## config.mk

```make
export PLATFORM = sky130hd
export DESIGN_NAME = ps2_tx
export DESIGN_NICKNAME = d
export VERILOG_FILES = /design/src/rtl/common.sv /design/src/rtl/ps2_sync.sv /design/src/rtl/ps2_tx.sv
export SDC_FILE = /design/constraint.sdc
export NUM_CORES = 1
export LEC_CHECK = 0
export ABC_AREA = 1
export ABC_CLOCK_PERIOD_IN_PS = 2300
export BUFFER_PORTS_ARGS = -buffer_cell sky130_fd_sc_hd__buf_4
export CAP_MARGIN = 20
export CORE_UTILIZATION = 60
export CTS_CLUSTER_DIAMETER = 100
export CTS_CLUSTER_SIZE = 30
export DETAILED_ROUTE_END_ITERATION = 12
export PLACE_DENSITY = 0.79
export SLEW_MARGIN = 20
export SYNTH_ARGS = -nofsm -noshare
export SYNTH_HDL_FRONTEND = slang
export SYNTH_SLANG_ARGS = --single-unit
```

## constraint.sdc

```tcl
create_clock -name clk_i -period 2.3 [get_ports clk_i]
set_clock_uncertainty 0.2 [all_clocks]
set_input_delay 0.46 -clock clk_i [delete_from_list [all_inputs] [get_ports clk_i]]
set_output_delay 0.46 -clock clk_i [all_outputs]
set_load 0.01 [all_outputs]
```

## src/rtl/common.sv

```systemverilog
// Shared PS/2 types: the command byte and the host-to-device transmitter state encoding.
package common;

  typedef logic [7:0] byte_t;

  typedef enum logic [2:0] {
    IDLE,
    INHIBIT,
    REQUEST,
    DATA,
    PARITY,
    STOP,
    ACK
  } ps2_tx_state_t;

  function automatic int max_int(input int a, input int b);
    return (a > b) ? a : b;
  endfunction

endpackage

```

## src/rtl/ps2_sync.sv

```systemverilog
// Two-flop synchronizer for the PS/2 clock and data lines plus a falling-edge detector on the clock.
module ps2_sync (
  input  logic clk_i,
  input  logic reset_i,
  input  logic ps2_clk_async_i,
  input  logic ps2_data_async_i,
  output logic ps2_clk_o,
  output logic ps2_data_o,
  output logic clk_fall_o
);

  logic [1:0] clk_sync_q, clk_sync_d;
  logic [1:0] data_sync_q, data_sync_d;
  logic       clk_prev_q, clk_prev_d;

  always_comb begin
    clk_sync_d  = {clk_sync_q[0], ps2_clk_async_i};
    data_sync_d = {data_sync_q[0], ps2_data_async_i};
    clk_prev_d  = clk_sync_q[1];
  end

  // Idle bus level is high, so resetting to 1 avoids a false edge after reset.
  always_ff @(posedge clk_i or posedge reset_i) begin
    if (reset_i) begin
      clk_sync_q  <= 2'b11;
      data_sync_q <= 2'b11;
      clk_prev_q  <= 1'b1;
    end else begin
      clk_sync_q  <= clk_sync_d;
      data_sync_q <= data_sync_d;
      clk_prev_q  <= clk_prev_d;
    end
  end

  assign ps2_clk_o  = clk_sync_q[1];
  assign ps2_data_o = data_sync_q[1];
  assign clk_fall_o = clk_prev_q & ~clk_sync_q[1];

endmodule

```

## src/rtl/ps2_tx.sv

```systemverilog
// PS/2 host-to-device byte transmitter: inhibit, request-to-send, 8 data bits LSB-first, odd parity, stop, ACK.
module ps2_tx
  import common::*;
#(
  parameter int INHIBIT_CYCLES = 5000,
  parameter int TIMEOUT_CYCLES = 1000000
) (
  input  logic  clk_i,
  input  logic  reset_i,
  input  logic  ps2_clk_async_i,
  input  logic  ps2_data_async_i,
  output logic  ps2_clk_oe_o,
  output logic  ps2_data_oe_o,
  input  byte_t data_i,
  input  logic  valid_i,
  output logic  ready_o,
  output logic  done_o,
  output logic  error_o
);

  localparam int CNT_W = $clog2(max_int(INHIBIT_CYCLES, TIMEOUT_CYCLES) + 1);
  localparam logic [CNT_W-1:0] INHIBIT_LAST = CNT_W'(INHIBIT_CYCLES - 1);
  localparam logic [CNT_W-1:0] TIMEOUT_LAST = CNT_W'(TIMEOUT_CYCLES - 1);

  logic ps2_clk_sync, ps2_data_sync, clk_fall;

  ps2_sync u_sync (
    .clk_i            (clk_i),
    .reset_i          (reset_i),
    .ps2_clk_async_i  (ps2_clk_async_i),
    .ps2_data_async_i (ps2_data_async_i),
    .ps2_clk_o        (ps2_clk_sync),
    .ps2_data_o       (ps2_data_sync),
    .clk_fall_o       (clk_fall)
  );

  ps2_tx_state_t    state_q, state_d;
  logic [CNT_W-1:0] cnt_q, cnt_d;
  byte_t            shift_q, shift_d;
  logic             parity_q, parity_d;
  logic [3:0]       bit_idx_q, bit_idx_d;
  logic             clk_oe_q, clk_oe_d;
  logic             data_oe_q, data_oe_d;
  logic             done_q, done_d;
  logic             error_q, error_d;

  always_comb begin
    state_d   = state_q;
    cnt_d     = cnt_q;
    shift_d   = shift_q;
    parity_d  = parity_q;
    bit_idx_d = bit_idx_q;
    clk_oe_d  = clk_oe_q;
    data_oe_d = data_oe_q;
    done_d    = 1'b0;
    error_d   = 1'b0;

    case (state_q)
      IDLE: begin
        clk_oe_d  = 1'b0;
        data_oe_d = 1'b0;
        if (valid_i) begin
          shift_d   = data_i;
          parity_d  = ~^data_i;
          cnt_d     = '0;
          bit_idx_d = '0;
          clk_oe_d  = 1'b1;
          state_d   = INHIBIT;
        end
      end

      INHIBIT: begin
        if (cnt_q == INHIBIT_LAST) begin
          cnt_d     = '0;
          clk_oe_d  = 1'b0;
          data_oe_d = 1'b1;
          state_d   = REQUEST;
        end else begin
          cnt_d = cnt_q + 1'b1;
        end
      end

      // REQUEST..ACK: the device clocks the bus; every falling edge advances one bit.
      default: begin
        if (clk_fall) begin
          cnt_d = '0;
          case (state_q)
            REQUEST: begin
              data_oe_d = ~shift_q[0];
              shift_d   = {1'b0, shift_q[7:1]};
              bit_idx_d = 4'd1;
              state_d   = DATA;
            end
            DATA: begin
              if (bit_idx_q == 4'd8) begin
                data_oe_d = ~parity_q;
                state_d   = PARITY;
              end else begin
                data_oe_d = ~shift_q[0];
                shift_d   = {1'b0, shift_q[7:1]};
                bit_idx_d = bit_idx_q + 4'd1;
              end
            end
            PARITY: begin
              data_oe_d = 1'b0;
              state_d   = STOP;
            end
            STOP: state_d = ACK;
            ACK: begin
              if (ps2_data_sync) error_d = 1'b1;
              else               done_d  = 1'b1;
              state_d = IDLE;
            end
            default: state_d = IDLE;
          endcase
        end else if (cnt_q == TIMEOUT_LAST) begin
          error_d   = 1'b1;
          clk_oe_d  = 1'b0;
          data_oe_d = 1'b0;
          cnt_d     = '0;
          state_d   = IDLE;
        end else begin
          cnt_d = cnt_q + 1'b1;
        end
      end
    endcase
  end

  always_ff @(posedge clk_i or posedge reset_i) begin
    if (reset_i) begin
      state_q   <= IDLE;
      cnt_q     <= '0;
      shift_q   <= '0;
      parity_q  <= 1'b0;
      bit_idx_q <= '0;
      clk_oe_q  <= 1'b0;
      data_oe_q <= 1'b0;
      done_q    <= 1'b0;
      error_q   <= 1'b0;
    end else begin
      state_q   <= state_d;
      cnt_q     <= cnt_d;
      shift_q   <= shift_d;
      parity_q  <= parity_d;
      bit_idx_q <= bit_idx_d;
      clk_oe_q  <= clk_oe_d;
      data_oe_q <= data_oe_d;
      done_q    <= done_d;
      error_q   <= error_d;
    end
  end

  // The synced clock level itself is not needed by the transmitter, only its falling edge.
  logic unused_clk_level;
  assign unused_clk_level = ps2_clk_sync;

  assign ps2_clk_oe_o  = clk_oe_q;
  assign ps2_data_oe_o = data_oe_q;
  assign ready_o       = (state_q == IDLE);
  assign done_o        = done_q;
  assign error_o       = error_q;

endmodule

```

==> impl_metrics.env <==
export IMPL_grt_use_met3_pct=4.899
export IMPL_worst_r2r_setup_slack_ps=300
export IMPL_tightest_slew_ps=462.4
export IMPL_power_density_mw_per_mm2=910.4
export IMPL_multi_input_area_mm2=0.001254
export IMPL_post_route_worst_setup_slack_ps=116.9
export IMPL_nets=393
export IMPL_hold_viol_final=0
export IMPL_yosys_cell_types_count=31
export IMPL_dr_pass1_iters=4
export IMPL_syn_num_nets=367
export IMPL_hold_slack_ps=60.55
export IMPL_p_int_uw=1561
export IMPL_syn_area_mm2=0.002589
export IMPL_p_leak_uw=0.001412
export IMPL_grt_pass1_vias=2059
export IMPL_nFillCells=345
export IMPL_clock_path_buffers=2
export IMPL_post_drt_wl_per_cell_um=12.95
export IMPL_drive_above_1_share_pct=12.77
export IMPL_ys_warn_count=0
export IMPL_endpoint="ready_o"
export IMPL_crit_family="flip-flops"
export IMPL_dpl_instance_area_mm2=0.002801
export IMPL_syn2layout_area_growth_pct=11.74
export IMPL_initial_core_util_pct=63.80
export IMPL_use_met2_pct=39.85
export IMPL_crit_cells=5
export IMPL_synth_top_area_share_pct=38.67
export IMPL_io_pins=18
export IMPL_p_comb_share_pct=42.2
export IMPL_switching_share_pct=40.72
export IMPL_stdcell_count=426
export IMPL_r2r_cells=8
export IMPL_drt_wl_total_um=5517
export IMPL_grt_overflow=0
export IMPL_crit_chain="nor2_2 > nand2_1 > inv_2 > buf_4 > buf_4"
export IMPL_dp_cells=417
export IMPL_path_common_cell="buf_4"
export IMPL_rows=23
export IMPL_ys_ff_latch=45
export IMPL_coreArea_mm2=0.004058
export IMPL_gr_usage_all_layers_pct=26.91
export IMPL_syn_avg_cell_area_um2=7.418
export IMPL_seq_area_mm2=0.001132
export IMPL_post_route_cell_area_mm2=0.002893
export IMPL_postSynth_asyncResetShare_pct=100.0
export IMPL_cp_required_ps=1640
export IMPL_synth_edf_count=0
export IMPL_tns_ps=0
export IMPL_grt_pass1_wl_um=9108
export IMPL_synth_most_common_cell="nand2_1"
export IMPL_dpl_hpwl_um=4204
export IMPL_setup_violations=0
export IMPL_dr_total_vias=2302
export IMPL_cts_setup_buffers=0
export IMPL_min_period_ps=2183
export IMPL_synth_area_leaders="dfrtp_1, nand2_1, nor2_1"
export IMPL_cp_data_arrival_time_ps=1520
export IMPL_tritoncts="built"
export IMPL_critPathSlowestCell="dfrtp_1"
export IMPL_clk_pin_slew_ps=90
export IMPL_cts_root_buffer_cell="clkbuf_8"
export IMPL_period_share_pct=94.92
export IMPL_pre_cts_slack_ps=281.3
export IMPL_drv_slew=0
export IMPL_p_switching_uw=1072
export IMPL_cts_num_sinks=45
export IMPL_holdCritPathClass="in -> reg"
export IMPL_rsz0062_at_grt="no"
export IMPL_max_cap_violations=0
export IMPL_r2r_end="state_q[2]"
export IMPL_diodes=0
export IMPL_setup_worst_path_start_class="register"
export IMPL_synthTopCellsByCount="nand2_1, nor2_1, dfrtp_1"
export IMPL_port_buffers=17
export IMPL_relSlewSlack_pct=69.10
export IMPL_die_x_um=67.69
export IMPL_synth_cells=349
export IMPL_finalWeightedCongestion=0.8983
export IMPL_synthFlopType="dfrtp_1"
export IMPL_drt_iter0_markers=279
export IMPL_max_freq_ghz=0.4581
export IMPL_drc=0
export IMPL_viasPerCell=5.404
export IMPL_grt_max_degree=25
export IMPL_status="complete, no violations"
export IMPL_cp_end_kind="primary output"
export IMPL_power_frac_clock_pct=18.0
export IMPL_numCtsBuffers=5
export IMPL_die_area_mm2=0.004581
export IMPL_crit_start="state_q[1]"
export IMPL_cts_htree_levels=2
export IMPL_antenna_found_initial=0
export IMPL_critical_path_max_stage_delay_ps=480
export IMPL_crit_buf_inv=3
export IMPL_ant_nets=0
export IMPL_fp_dieH_um=67.69
export IMPL_regToRegStartpoint="state_q[1]"
export IMPL_path_class="reg -> out"
export IMPL_crit_fanout=9
export IMPL_ys_seq_area_share_pct=43.74
export IMPL_pwr_share_seq_pct=39.8
export IMPL_synth_top_area_cell="dfrtp_1"
export IMPL_peakVddDrop_mv=0.7318
export IMPL_clk_latency_ps=310
export IMPL_busiest_layer="met2"
export IMPL_met1_usage_pct=38.87
cell usage in the layout (no fill, tap or decap), types with 2 or more instances in the layout:
cell type,synthesis,final
xor2_1,6,6
a21oi_1,23,23
inv_2,1,3
clkbuf_8,0,5
nand4_1,8,8
nand2_1,90,90
o211ai_1,2,2
clkbuf_1,3,2
ha_1,5,5
xnor2_1,8,8
buf_4,2,27
dfstp_2,5,5
nor3_1,2,2
nor2_1,49,49
a31oi_1,7,7
o21ai_0,18,18
inv_1,39,37
nand3_1,24,24
dfrtp_1,40,40
o22ai_1,2,2
or2_2,2,2
stage by stage:
stage	power (uW)	utilization, %
final	2634	71.29
after global routing	2842	71.29
after CTS	2633	71.29
after detailed placement	2154	69.04
after global placement	2116	69.04
after floorplan	1868	-
area by class of cell:
class | instances | share of cell area (%)
Inverter | 40 | 5.190
Timing Repair Buffer | 28 | 7.353
Tap cell | 50 | 2.163
Clock inverter | 1 | 0.1730
Sequential cell | 45 | 39.14
Clock buffer | 7 | 2.638
Multi-Input combinational cell | 255 | 43.34
timing repair:
action | CTS | global route
hold buffers | 1 | 0
hold endpoints to repair | 10 | 0
resized for setup | 0 | 1
endpoints found under the setup margin | 0 | 1
how the worst min path moves through the flow:
stage | endpoint | cells after the start | startpoint | slack, ps
final | u_sync.data_sync_q[0] | 1 | ps2_data_async_i | 60
after global placement | u_sync.clk_sync_q[1] | 0 | u_sync.clk_sync_q[0] | 150
after CTS | u_sync.clk_sync_q[0] | 1 | ps2_clk_async_i | 60
after floorplan | u_sync.clk_sync_q[1] | 0 | u_sync.clk_sync_q[0] | 150
after detailed placement | u_sync.clk_sync_q[1] | 0 | u_sync.clk_sync_q[0] | 150
after global routing | u_sync.clk_sync_q[0] | 1 | ps2_clk_async_i | 50
cells by family (layout without fill, tap and decap cells):
group | after synthesis | in the layout | share of synthesized area (%)
XOR/XNOR | 14 | 14 | 4.737
AND/OR/NAND/NOR | 181 | 181 | 29.53
buffers and inverters | 49 | 76 | 7.829
AO/OA/AOI/OAI | 55 | 55 | 11.74
flip-flops | 45 | 45 | 43.74
adder cells (fa/ha/maj) | 5 | 5 | 2.417
sequential cells by signal, summed over array words and instances (netlist names):
signal	count
bit_idx_q	4
state_q	3
error_o	1
done_o	1
ps2_data_oe_o	1
u_sync.data_sync_q	2
cnt_q	20
u_sync.clk_sync_q	2
parity_q	1
ps2_clk_oe_o	1
u_sync.clk_prev_q	1
shift_q	8
per-layer routing:
| metal | share of wire, % | wire, um |
|---|---|---|
| met2 | 45 | 2460 |
| met4 | 1.3 | 70 |
| met3 | 4.6 | 253 |
| met5 | 0 | 0 |
| met1 | 50 | 2732 |
power groups by stage:
stage,Combinational (uW),Sequential (uW),Clock [uW]
2_1_floorplan,825,1040,0
3_3_place_gp,1060,1060,0
3_5_place_dp,1090,1060,0
4_1_cts,1100,1050,484
5_1_grt,1270,1070,508
6_report,1110,1050,475
No activity file was read; power rests on OpenSTA's default activity.
